--- src/rtl/ether_pkg.sv ---
// Shared types and constants for the RMII receive frame controller:
// FSM state encoding, CRC-32 constants and frame_err bit positions.
package ether_pkg;

  typedef enum logic [2:0] {
    ST_SKIP,
    ST_IDLE,
    ST_DEST,
    ST_BODY,
    ST_DROP,
    ST_CHECK
  } state_e;

  localparam logic [31:0] CRC_POLY    = 32'hEDB88320;
  localparam logic [31:0] CRC_INIT    = 32'hFFFFFFFF;
  localparam logic [31:0] CRC_RESIDUE = 32'hDEBB20E3;

  localparam int ERR_ADDR  = 3;
  localparam int ERR_ALIGN = 2;
  localparam int ERR_LEN   = 1;
  localparam int ERR_CRC   = 0;

endpackage

--- src/rtl/ether_frame_ctrl_crc32.sv ---
// Reflected CRC-32 accumulator: one byte per enabled cycle, LSB first,
// no final XOR so a good frame (FCS included) leaves the fixed residue.
module crc32_byte
  import ether_pkg::*;
(
  input  logic        clk,
  input  logic        rst,
  input  logic        init,
  input  logic        en,
  input  logic [7:0]  din,
  output logic [31:0] crc
);

  logic [31:0] crc_q;

  function automatic logic [31:0] crc_upd(input logic [31:0] c, input logic [7:0] d);
    logic [31:0] r;
    r = c;
    for (int i = 0; i < 8; i++) begin
      r = (r >> 1) ^ ((r[0] ^ d[i]) ? CRC_POLY : 32'h0);
    end
    return r;
  endfunction

  always_ff @(posedge clk) begin
    if (rst || init) begin
      crc_q <= CRC_INIT;
    end else if (en) begin
      crc_q <= crc_upd(crc_q, din);
    end
  end

  assign crc = crc_q;

endmodule

--- src/rtl/ether_frame_ctrl.sv ---
// RMII receive frame controller: dibit-to-byte assembly, destination filter,
// length/alignment/FCS checks and a one-cycle commit/discard status per frame.
module ether_frame_ctrl
  import ether_pkg::*;
#(
  parameter logic [47:0] MAC_ADDR = 48'h02_00_00_00_00_01,
  parameter int          MIN_LEN  = 64,
  parameter int          MAX_LEN  = 1518
) (
  input  logic        clk,
  input  logic        rst,
  input  logic        axiiv,
  input  logic [1:0]  axiid,
  input  logic        promisc,
  output logic        out_valid,
  output logic [7:0]  out_data,
  output logic        frame_done,
  output logic        frame_ok,
  output logic [3:0]  frame_err,
  output logic [10:0] frame_len,
  output logic [15:0] drop_count
);

  localparam logic [10:0] MIN_L = 11'(MIN_LEN);
  localparam logic [10:0] MAX_L = 11'(MAX_LEN);

  state_e      state_q;
  logic [7:0]  sr_q;
  logic [1:0]  phase_q;
  logic [10:0] cnt_q;
  logic        promisc_q, mac_ok_q, bc_ok_q, addr_pass_q, align_q;
  logic        byte_vld_q;
  logic [7:0]  byte_q;
  logic        out_valid_q, frame_done_q, frame_ok_q;
  logic [3:0]  frame_err_q;
  logic [10:0] frame_len_q;
  logic [15:0] drop_q;
  logic [31:0] crc;

  function automatic logic [7:0] mac_byte(input logic [2:0] idx);
    logic [47:0] s;
    s = MAC_ADDR << {idx, 3'b000};
    return s[47:40];
  endfunction

  logic [7:0] byte_d;
  logic       in_frame, byte_done, mac_hit, bc_hit, match, crc_init;
  logic [3:0] err_d;

  assign byte_d    = {axiid, sr_q[7:2]};
  assign in_frame  = (state_q == ST_DEST) || (state_q == ST_BODY) || (state_q == ST_DROP);
  assign byte_done = in_frame && axiiv && (phase_q == 2'd3);
  assign mac_hit   = mac_ok_q && (byte_d == mac_byte(cnt_q[2:0]));
  assign bc_hit    = bc_ok_q && (byte_d == 8'hFF);
  assign match     = mac_hit || bc_hit || promisc_q;
  assign crc_init  = (state_q == ST_IDLE) && axiiv;

  always_comb begin
    err_d            = 4'h0;
    err_d[ERR_CRC]   = (crc != CRC_RESIDUE);
    err_d[ERR_LEN]   = (cnt_q < MIN_L) || (cnt_q > MAX_L);
    err_d[ERR_ALIGN] = align_q;
    err_d[ERR_ADDR]  = !addr_pass_q;
  end

  // The shift register holds only in-flight data and needs no reset.
  always_ff @(posedge clk) begin
    if (axiiv && (in_frame || state_q == ST_IDLE)) begin
      sr_q <= byte_d;
    end
  end

  always_ff @(posedge clk) begin
    if (rst) begin
      state_q      <= ST_SKIP;
      phase_q      <= 2'd0;
      cnt_q        <= 11'd0;
      promisc_q    <= 1'b0;
      mac_ok_q     <= 1'b0;
      bc_ok_q      <= 1'b0;
      addr_pass_q  <= 1'b0;
      align_q      <= 1'b0;
      byte_vld_q   <= 1'b0;
      byte_q       <= 8'h00;
      out_valid_q  <= 1'b0;
      frame_done_q <= 1'b0;
      frame_ok_q   <= 1'b0;
      frame_err_q  <= 4'h0;
      frame_len_q  <= 11'd0;
      drop_q       <= 16'h0000;
    end else begin
      byte_vld_q   <= byte_done;
      out_valid_q  <= byte_done && (state_q != ST_DROP);
      frame_done_q <= 1'b0;
      if (byte_done) begin
        byte_q <= byte_d;
        if (cnt_q != 11'h7FF) cnt_q <= cnt_q + 11'd1;
      end
      if (axiiv && in_frame) phase_q <= phase_q + 2'd1;

      case (state_q)
        ST_SKIP: if (!axiiv) state_q <= ST_IDLE;
        ST_IDLE: begin
          if (axiiv) begin
            state_q     <= ST_DEST;
            phase_q     <= 2'd1;
            cnt_q       <= 11'd0;
            promisc_q   <= promisc;
            mac_ok_q    <= 1'b1;
            bc_ok_q     <= 1'b1;
            addr_pass_q <= 1'b0;
          end
        end
        ST_DEST: begin
          if (!axiiv) begin
            state_q <= ST_CHECK;
            align_q <= (phase_q != 2'd0);
          end else if (byte_done) begin
            mac_ok_q <= mac_hit;
            bc_ok_q  <= bc_hit;
            if (cnt_q == 11'd5) begin
              addr_pass_q <= match;
              state_q     <= match ? ST_BODY : ST_DROP;
            end
          end
        end
        ST_BODY, ST_DROP: begin
          if (!axiiv) begin
            state_q <= ST_CHECK;
            align_q <= (phase_q != 2'd0);
          end
        end
        ST_CHECK: begin
          frame_done_q <= 1'b1;
          frame_ok_q   <= (err_d == 4'h0);
          frame_err_q  <= err_d;
          frame_len_q  <= cnt_q;
          if ((err_d != 4'h0) && (drop_q != 16'hFFFF)) drop_q <= drop_q + 16'd1;
          state_q <= ST_IDLE;
        end
        default: state_q <= ST_SKIP;
      endcase
    end
  end

  crc32_byte u_crc (
    .clk  (clk),
    .rst  (rst),
    .init (crc_init),
    .en   (byte_vld_q),
    .din  (byte_q),
    .crc  (crc)
  );

  assign out_valid  = out_valid_q;
  assign out_data   = byte_q;
  assign frame_done = frame_done_q;
  assign frame_ok   = frame_ok_q;
  assign frame_err  = frame_err_q;
  assign frame_len  = frame_len_q;
  assign drop_count = drop_q;

endmodule
--- config.mk ---
export PLATFORM = sky130hd
export DESIGN_NAME = ether_frame_ctrl
export DESIGN_NICKNAME = d
export VERILOG_FILES = /design/src/rtl/ether_pkg.sv /design/src/rtl/ether_frame_ctrl_crc32.sv /design/src/rtl/ether_frame_ctrl.sv
export SDC_FILE = /design/constraint.sdc
export NUM_CORES = 1
export LEC_CHECK = 0
export CORE_AREA = 2 2 86 129
export CTS_BUF_LIST = sky130_fd_sc_hd__clkbuf_8
export CTS_CLUSTER_DIAMETER = 40
export DETAILED_ROUTE_END_ITERATION = 10
export DIE_AREA = 0 0 88 131
export PLACE_DENSITY_LB_ADDON = 0.2
export REMOVE_ABC_BUFFERS = 1
export SYNTH_ARGS = -nofsm -noshare
export SYNTH_HDL_FRONTEND = slang
export SYNTH_SLANG_ARGS = --single-unit
--- constraint.sdc ---
create_clock -name clk -period 5.68 [get_ports clk]
set_clock_uncertainty 0.15 [all_clocks]
set_input_delay 0.852 -clock clk [delete_from_list [all_inputs] [get_ports clk]]
set_output_delay 0.852 -clock clk [all_outputs]
set_load 0.02 [all_outputs]
==> summary.md, run 1 <==
| Metric | Value |
|---|---|
| Seq/Total Area, Yosys | `0.4162` |
| Post-Synth Simple-Gate Area | `0.2155` |
| Hold violation count in the final report | `0` |
| #FFs+latches synth | `102` |
| Fin. max-slew vios | `0` |
| Placer Congestion | `0.8668` |
| Area of all sequential standard cells | `2102 µm²` |
| Final setup violating endpoints | `0` |
| PwrDens | `219.5 nW/µm²` |
| Non-filler instance count after layout | `748` |
| CTS sink cnt | `102` |
| Critical path peak fanout | `10` |
| Worst hold path type | `flop to flop` |
| Leakage | `~2.1 nW` |
| Row cnt | `46` |
| Multi-input gate area | `2799 µm²` |
| H-Tree Depth | `3` |
| Complex-gate fraction of the synthesized area | `0.1239` |
| Fraction of synthesized area in multiplexers | `0.03864` |
| First-pass GRT wire length | `~19000 µm` |
| DRC Markers | `0` |
| Drt total wl | `about 12000 µm` |
| DP Wirelength | `8456 µm` |
| EDFF count, synth | `6` |
| Chip width | `88 µm` |
| CTS tree | `built` |
| Commonest non-fill, non-tap cells in the layout | `dfxtp_1 (96), nand2_1 (79), nor2_1 (66), xnor2_1 (50), clkdlybuf4s50_1 (46)` |
| Post-Synth Adder-Cell Area | `0.01486` |
| Synth Flop Type | `dfxtp_1` |
| Worst Setup Start Kind | `input pin` |
| Post_cts resized | `0` |
| Post-route ant nets | `0` |
| Crit path largest cell delay | `between 0.6 and 0.7 ns` |
| Initial Utilization | `0.4849` |
| Largest family of logic cells by synthesized area | `simple AND/OR/NAND/NOR gates` |
| GR Overflow Total | `0` |
| Share of layout cells above drive strength 1 | `0.06788` |
| Leading cell type in the layout, fill and taps excluded | `dfxtp_1` |
| Setup repair bufs after CTS | `0` |
| Ant diodes | `0` |
| Crit path DAT | `2.87 ns` |
| Root Driver | `clkbuf_8` |
| Mapped Area | `5051 µm²` |
| Wire per inst | `roughly 15 µm` |
| Tot GR Track Use | `0.2122` |
| Fillers | `940` |
| Die area | `about 12000 µm²` |
| CTS Buffer Depth | `2` |
| Worst slew pin tran | `0.8677 ns` |
| Core area | `10420 µm²` |
| FFs w/ async S/R, synth | `0` |
| Largest net degree at the start of global routing | `42` |
| Detailed-route via count | `about 4000` |
| DIE HEIGHT | `131 µm` |
| Buffers on Ports | `47` |
| Unrepaired setup endpoints after global routing | `no` |
| DRT iter0 DRCs | `130` |
| Fin crit share | `0.4755` |
| Setup tns final | `0 ns` |
| Max_slew headroom | `0.4174` |
| Final min period | `2.701 ns` |
| Placed Cells | `732` |
| Critical Path RT | `5.85 ns` |
| Via density | `5.340` |
| Worst-path clk slew | `0.10 ns` |
| Synth cell types | `just under 60` |
| # hold bufs at CTS | `0` |
| Synthesized instance count | `565` |
| Initial antenna violation count | `0` |
| Yosys warning count | `0` |
| Syn avg cell area | `8.940 µm²` |
| Worst Path Buf+Inv | `1` |
| CP endpoint kind | `flop` |
| Post-Synth XOR/XNOR Area | `0.1613` |
| TritonRoute pass-1 iters | `5` |
| Setup CP Type | `input pin to flop` |
| # IOs | `48` |
| Cells along the critical path | `clkdlybuf4s50_1, o211ai_1, a41oi_4, nand4_1, or4_1, nand2_1` |
| Run status | `complete, no violations` |
| Area Overhead vs Synth | `14.81%` |
| Total CTS buffers | `9` |
| Peak supply drop | `0.0001367 V` |
| Vias in the first global route | `3950` |
| Maxcap violations | `0` |
| Nets | `611` |
| Delay-heaviest family, CP | `simple AND/OR/NAND/NOR gates` |
| Critical-path top delay cell | `clkdlybuf4s50_1` |
| Worst skew pair latency | `between 0.3 and 0.4 ns` |
| Max Clk Rate | `370.3 MHz` |
## state kept, by name, summed over array words and instances (netlist names), named ones only
| signal | flops |
|---|---|
| frame_err | 4 |
| state_q | 3 |
| phase_q | 1 |
| frame_len | 11 |
| frame_done | 1 |
| out_valid | 1 |
| frame_ok | 1 |
| addr_pass_q | 1 |
| sr_q | 6 |
| out_data | 8 |
| byte_vld_q | 1 |
| promisc_q | 1 |
| cnt_q | 10 |
| align_q | 1 |
| bc_ok_q | 1 |
| mac_ok_q | 1 |
| drop_count | 16 |
| u_crc.crc | 32 |
## per-layer routing
layer  routed length (µm)  GRT usage
met1                 4631     0.2292
met2                 6351     0.3975
met3                  240    0.03518
met4                  342    0.09412
met5                    0          0
## stage by stage
stage	utilization	total power [mW]	hold slack [ns]	cell area, µm²	worst slack [ns]
after CTS	0.5567	1.288	0.3127	5799	2.955
after floorplan	-	0.8194	0.2803	4942	3.061
after global routing	0.5567	1.329	0.3320	5799	2.702
after detailed placement	0.5393	0.8525	0.2980	5618	2.597
after global placement	0.5393	0.8508	0.2963	5618	2.640
final	0.5567	1.273	0.3092	5799	2.979
## final timing paths
check	startpoint	endpoint	slack, ns	cells after the start
setup reg to reg	state_q[0]	drop_count[15]	2.99	5
hold / removal	frame_len[7]	frame_len[7]	0.31	2
hold reg to reg	frame_len[7]	frame_len[7]	0.31	2
setup / recovery	axiiv	cnt_q[9]	2.98	6
## synthesized netlist by cell type, types with 4 or more instances
library cell | number | share of area
xnor2_2 | 5 | 0.016
or3_1 | 6 | 0.0074
nor2_1 | 66 | 0.049
nand4_1 | 11 | 0.014
and3_1 | 4 | 0.0050
nand2_1 | 79 | 0.059
mux2i_1 | 15 | 0.030
o21a_1 | 4 | 0.0059
nand3_1 | 14 | 0.014
mux2_2 | 4 | 0.0089
o21ai_0 | 33 | 0.033
ha_1 | 6 | 0.015
edfxtp_1 | 6 | 0.036
o211ai_1 | 8 | 0.012
a21oi_1 | 27 | 0.027
xnor2_1 | 50 | 0.087
a211oi_1 | 4 | 0.0059
nor3_1 | 9 | 0.0089
dfxtp_1 | 96 | 0.38
nand4b_1 | 6 | 0.010
clkbuf_1 | 25 | 0.019
xor2_1 | 21 | 0.036
inv_1 | 11 | 0.0082
## tightest hold or removal path, cell delays in order, from the launching register on
cell and delay [ns]:
dfxtp_1 0.32, nand2_1 0.05, a21oi_1 0.05
## area by class of cell
| type | count | area share |
|---|---|---|
| clock inverter | 7 | 0.009924 |
| timing repair buffer | 51 | 0.08544 |
| clock buffer | 9 | 0.02136 |
| tap | 144 | 0.03107 |
| multi-input combinational | 424 | 0.4826 |
| inverter | 11 | 0.007120 |
| sequential | 102 | 0.3625 |
## power by group
part           internal, mW  switching (mW)  total [mW]  leakage (nW)
registers             0.739          0.0172       0.756         0.830
clock network         0.167           0.270       0.436        0.0939
logic                0.0275          0.0527      0.0803          1.15
## logic make-up after synthesis
group / count (synthesis)
compound gates: 97
xor+xnor: 81
fa+ha+maj: 6
buf+inv: 39
flops: 102
mux: 19
simple gates: 221
Power figures use the tool's default switching activity.
==> run 2, diff against run 1 <==
==> constraint.sdc (replaced) <==
create_clock -name clk -period 2.4 [get_ports clk]
set_clock_uncertainty 0.15 [all_clocks]
set_input_delay 0.36 -clock clk [delete_from_list [all_inputs] [get_ports clk]]
set_output_delay 0.36 -clock clk [all_outputs]
set_load 0.02 [all_outputs]
==> summary.md, run 2 (synthesis gave the netlist of run 1 again) <==
| Metric | Value |
|---|---|
| Run status | `complete, no violations` |
| Wire per inst | `15.42 µm (-0.29%)` |
| Nets | `640 (+4.7%)` |
| Crit path largest cell delay | `0.55 ns (-0.11 ns)` |
| Core area | `10420 µm² (unchanged)` |
| Fin crit share | `0.9684` |
| First-pass GRT wire length | `19490 µm (+2.3%)` |
| Final setup violating endpoints | `0 (unchanged)` |
| Drt total wl | `11980 µm (+3.6%)` |
| Place WS | `-0.001962 ns (-2.599 ns)` |
| Worst slew pin tran | `0.6117 ns (-0.2560 ns)` |
| Max FFs per register | `32 (unchanged)` |
| Die area | `11530 µm² (unchanged)` |
| Worst Path Buf+Inv | `1 (unchanged)` |
| Max_slew headroom | `0.5918 (+0.1744)` |
| CTS tree | `built` |
| Placer Congestion | `0.8729 (+0.70%)` |
| Util after Layout | `0.5805 (+0.02378)` |
| Worst hold path type | `input pin to flop` |
| Post-route ant nets | `0 (unchanged)` |
| TritonRoute pass-1 iters | `4 (-1)` |
| Commonest non-fill, non-tap cells in the layout | `dfxtp_1 (94), nand2_1 (79), nor2_1 (66), xnor2_1 (50), clkdlybuf4s50_1 (46)` |
| Total CTS buffers | `9 (unchanged)` |
| Final min period | `2.324 ns` |
| Setup CP Type | `flop to flop` |
| Largest net degree at the start of global routing | `40 (-4.8%)` |
| # IOs | `48 (unchanged)` |
| # hold bufs at CTS | `0 (unchanged)` |
| Hold violation count in the final report | `0 (unchanged)` |
| Row cnt | `46 (unchanged)` |
| Chip width | `88 µm (unchanged)` |
| Initial Utilization | `0.4849 (unchanged)` |
| Buffers on Ports | `47 (unchanged)` |
| Non-filler instance count after layout | `777 (+3.9%)` |
| CP endpoint kind | `flop` |
| PwrDens | `495.8 nW/µm² (+130%)` |
| Area Overhead vs Synth | `19.72%` |
| Worst Setup Start Kind | `flop` |
| GR Overflow Total | `0 (unchanged)` |
| H-Tree Depth | `3 (unchanged)` |
| Initial antenna violation count | `0 (unchanged)` |
| Tot GR Track Use | `0.2187 (+0.006449)` |
| Detailed-route via count | `4162 (+4.2%)` |
| Max Clk Rate | `430.3 MHz` |
| DRC Markers | `0 (unchanged)` |
| Via density | `5.356 (+0.32%)` |
| Ant diodes | `0 (unchanged)` |
| Min setup slack post-route | `0.07596 ns (-2.903 ns)` |
| Vias in the first global route | `4068 (+3.0%)` |
| Root Driver | `clkbuf_8` |
| Leakage | `2.216 nW (+6.7%)` |
| Critical-path top delay cell | `or4b_4` |
| CTS sink cnt | `102 (unchanged)` |
| Crit path DAT | `2.44 ns (-0.43 ns)` |
| Worst skew pair latency | `0.37 ns (about the same)` |
| Cells along the critical path | `or4b_4, nor4_4, nand4b_4, o21ai_4, buf_4, nor3_1, o21a_1` |
| Critical path peak fanout | `8 (-2)` |
| DIE HEIGHT | `131 µm (unchanged)` |
| Critical Path RT | `2.52 ns (-3.33 ns)` |
| Peak supply drop | `0.0002758 V (+100%)` |
| Setup tns final | `0 ns (unchanged)` |
| Placed Cells | `757 (+3.4%)` |
| CTS Buffer Depth | `2 (unchanged)` |
| Fin. max-slew vios | `0 (unchanged)` |
| Maxcap violations | `0 (unchanged)` |
| Leading cell type in the layout, fill and taps excluded | `dfxtp_1` |
| DP Wirelength | `9007 µm (+6.5%)` |
| Unrepaired setup endpoints after global routing | `yes` |
| Worst-path clk slew | `0.09 ns (about the same)` |
| Delay-heaviest family, CP | `simple AND/OR/NAND/NOR gates` |
| Share of layout cells above drive strength 1 | `0.1153 (+0.04744)` |
| DRT iter0 DRCs | `160 (+23%)` |
## run 2: cell types whose count changed in the layout (fill, tap and decap cells not counted), sizes merged
cell    change
buf        +29
inv         -4
clkbuf      +2
clkinv      +2
## run 2: metrics by stage
stage	hold WS [ns]	power (mW)	area (µm²)
6_report	0.3041	2.998	6047
5_1_grt	0.3333	3.121	6047
4_1_cts	0.2998	3.030	5996
3_5_place_dp	0.3035	2.039	5818
3_3_place_gp	0.2965	2.033	5818
2_1_floorplan	0.2791	1.939	4942
## run 2: report_power, final
group / switching (mW) / internal, mW
Sequential: 0.0396 / 1.75
Clock: 0.574 / 0.425
Combinational: 0.128 / 0.0831
## run 2: area by class of cell
type / count / area, µm²
Fill cell: 935 / 4370
Multi-Input combinational cell: 424 / 2818
Sequential cell: 102 / 2105
Timing Repair Buffer: 80 / 725.7
Tap cell: 144 / 180.2
Clock buffer: 11 / 151.4
Inverter: 11 / 41.29
Clock inverter: 5 / 26.28
## run 2: worst paths after layout
check                      from             to  slack (ns)  cells after the start
setup / recovery  u_crc.crc[12]  drop_count[4]        0.08                      7
hold / removal              rst       cnt_q[2]        0.30                      2
setup reg to reg  u_crc.crc[12]  drop_count[4]        0.08                      7
hold reg to reg    frame_err[2]   frame_err[2]        0.32                      2
## run 2: timing repair
item,4_1_cts,5_1_grt
endpoints found under the setup margin,6,15
resized for setup,0,5
pin swaps,0,4
setup buffers,0,4
hold endpoints to repair,0,0
## run 2: per-layer routing
layer | vias to the layer above | global-route usage | wire [µm]
met1 | 2011 | 0.2299 | 4724
li1 | 2073 | - | -
met5 | - | 0 | 0
met4 | 0 | 0.09864 | 346
met2 | 55 | 0.4144 | 6667
met3 | 23 | 0.03832 | 241
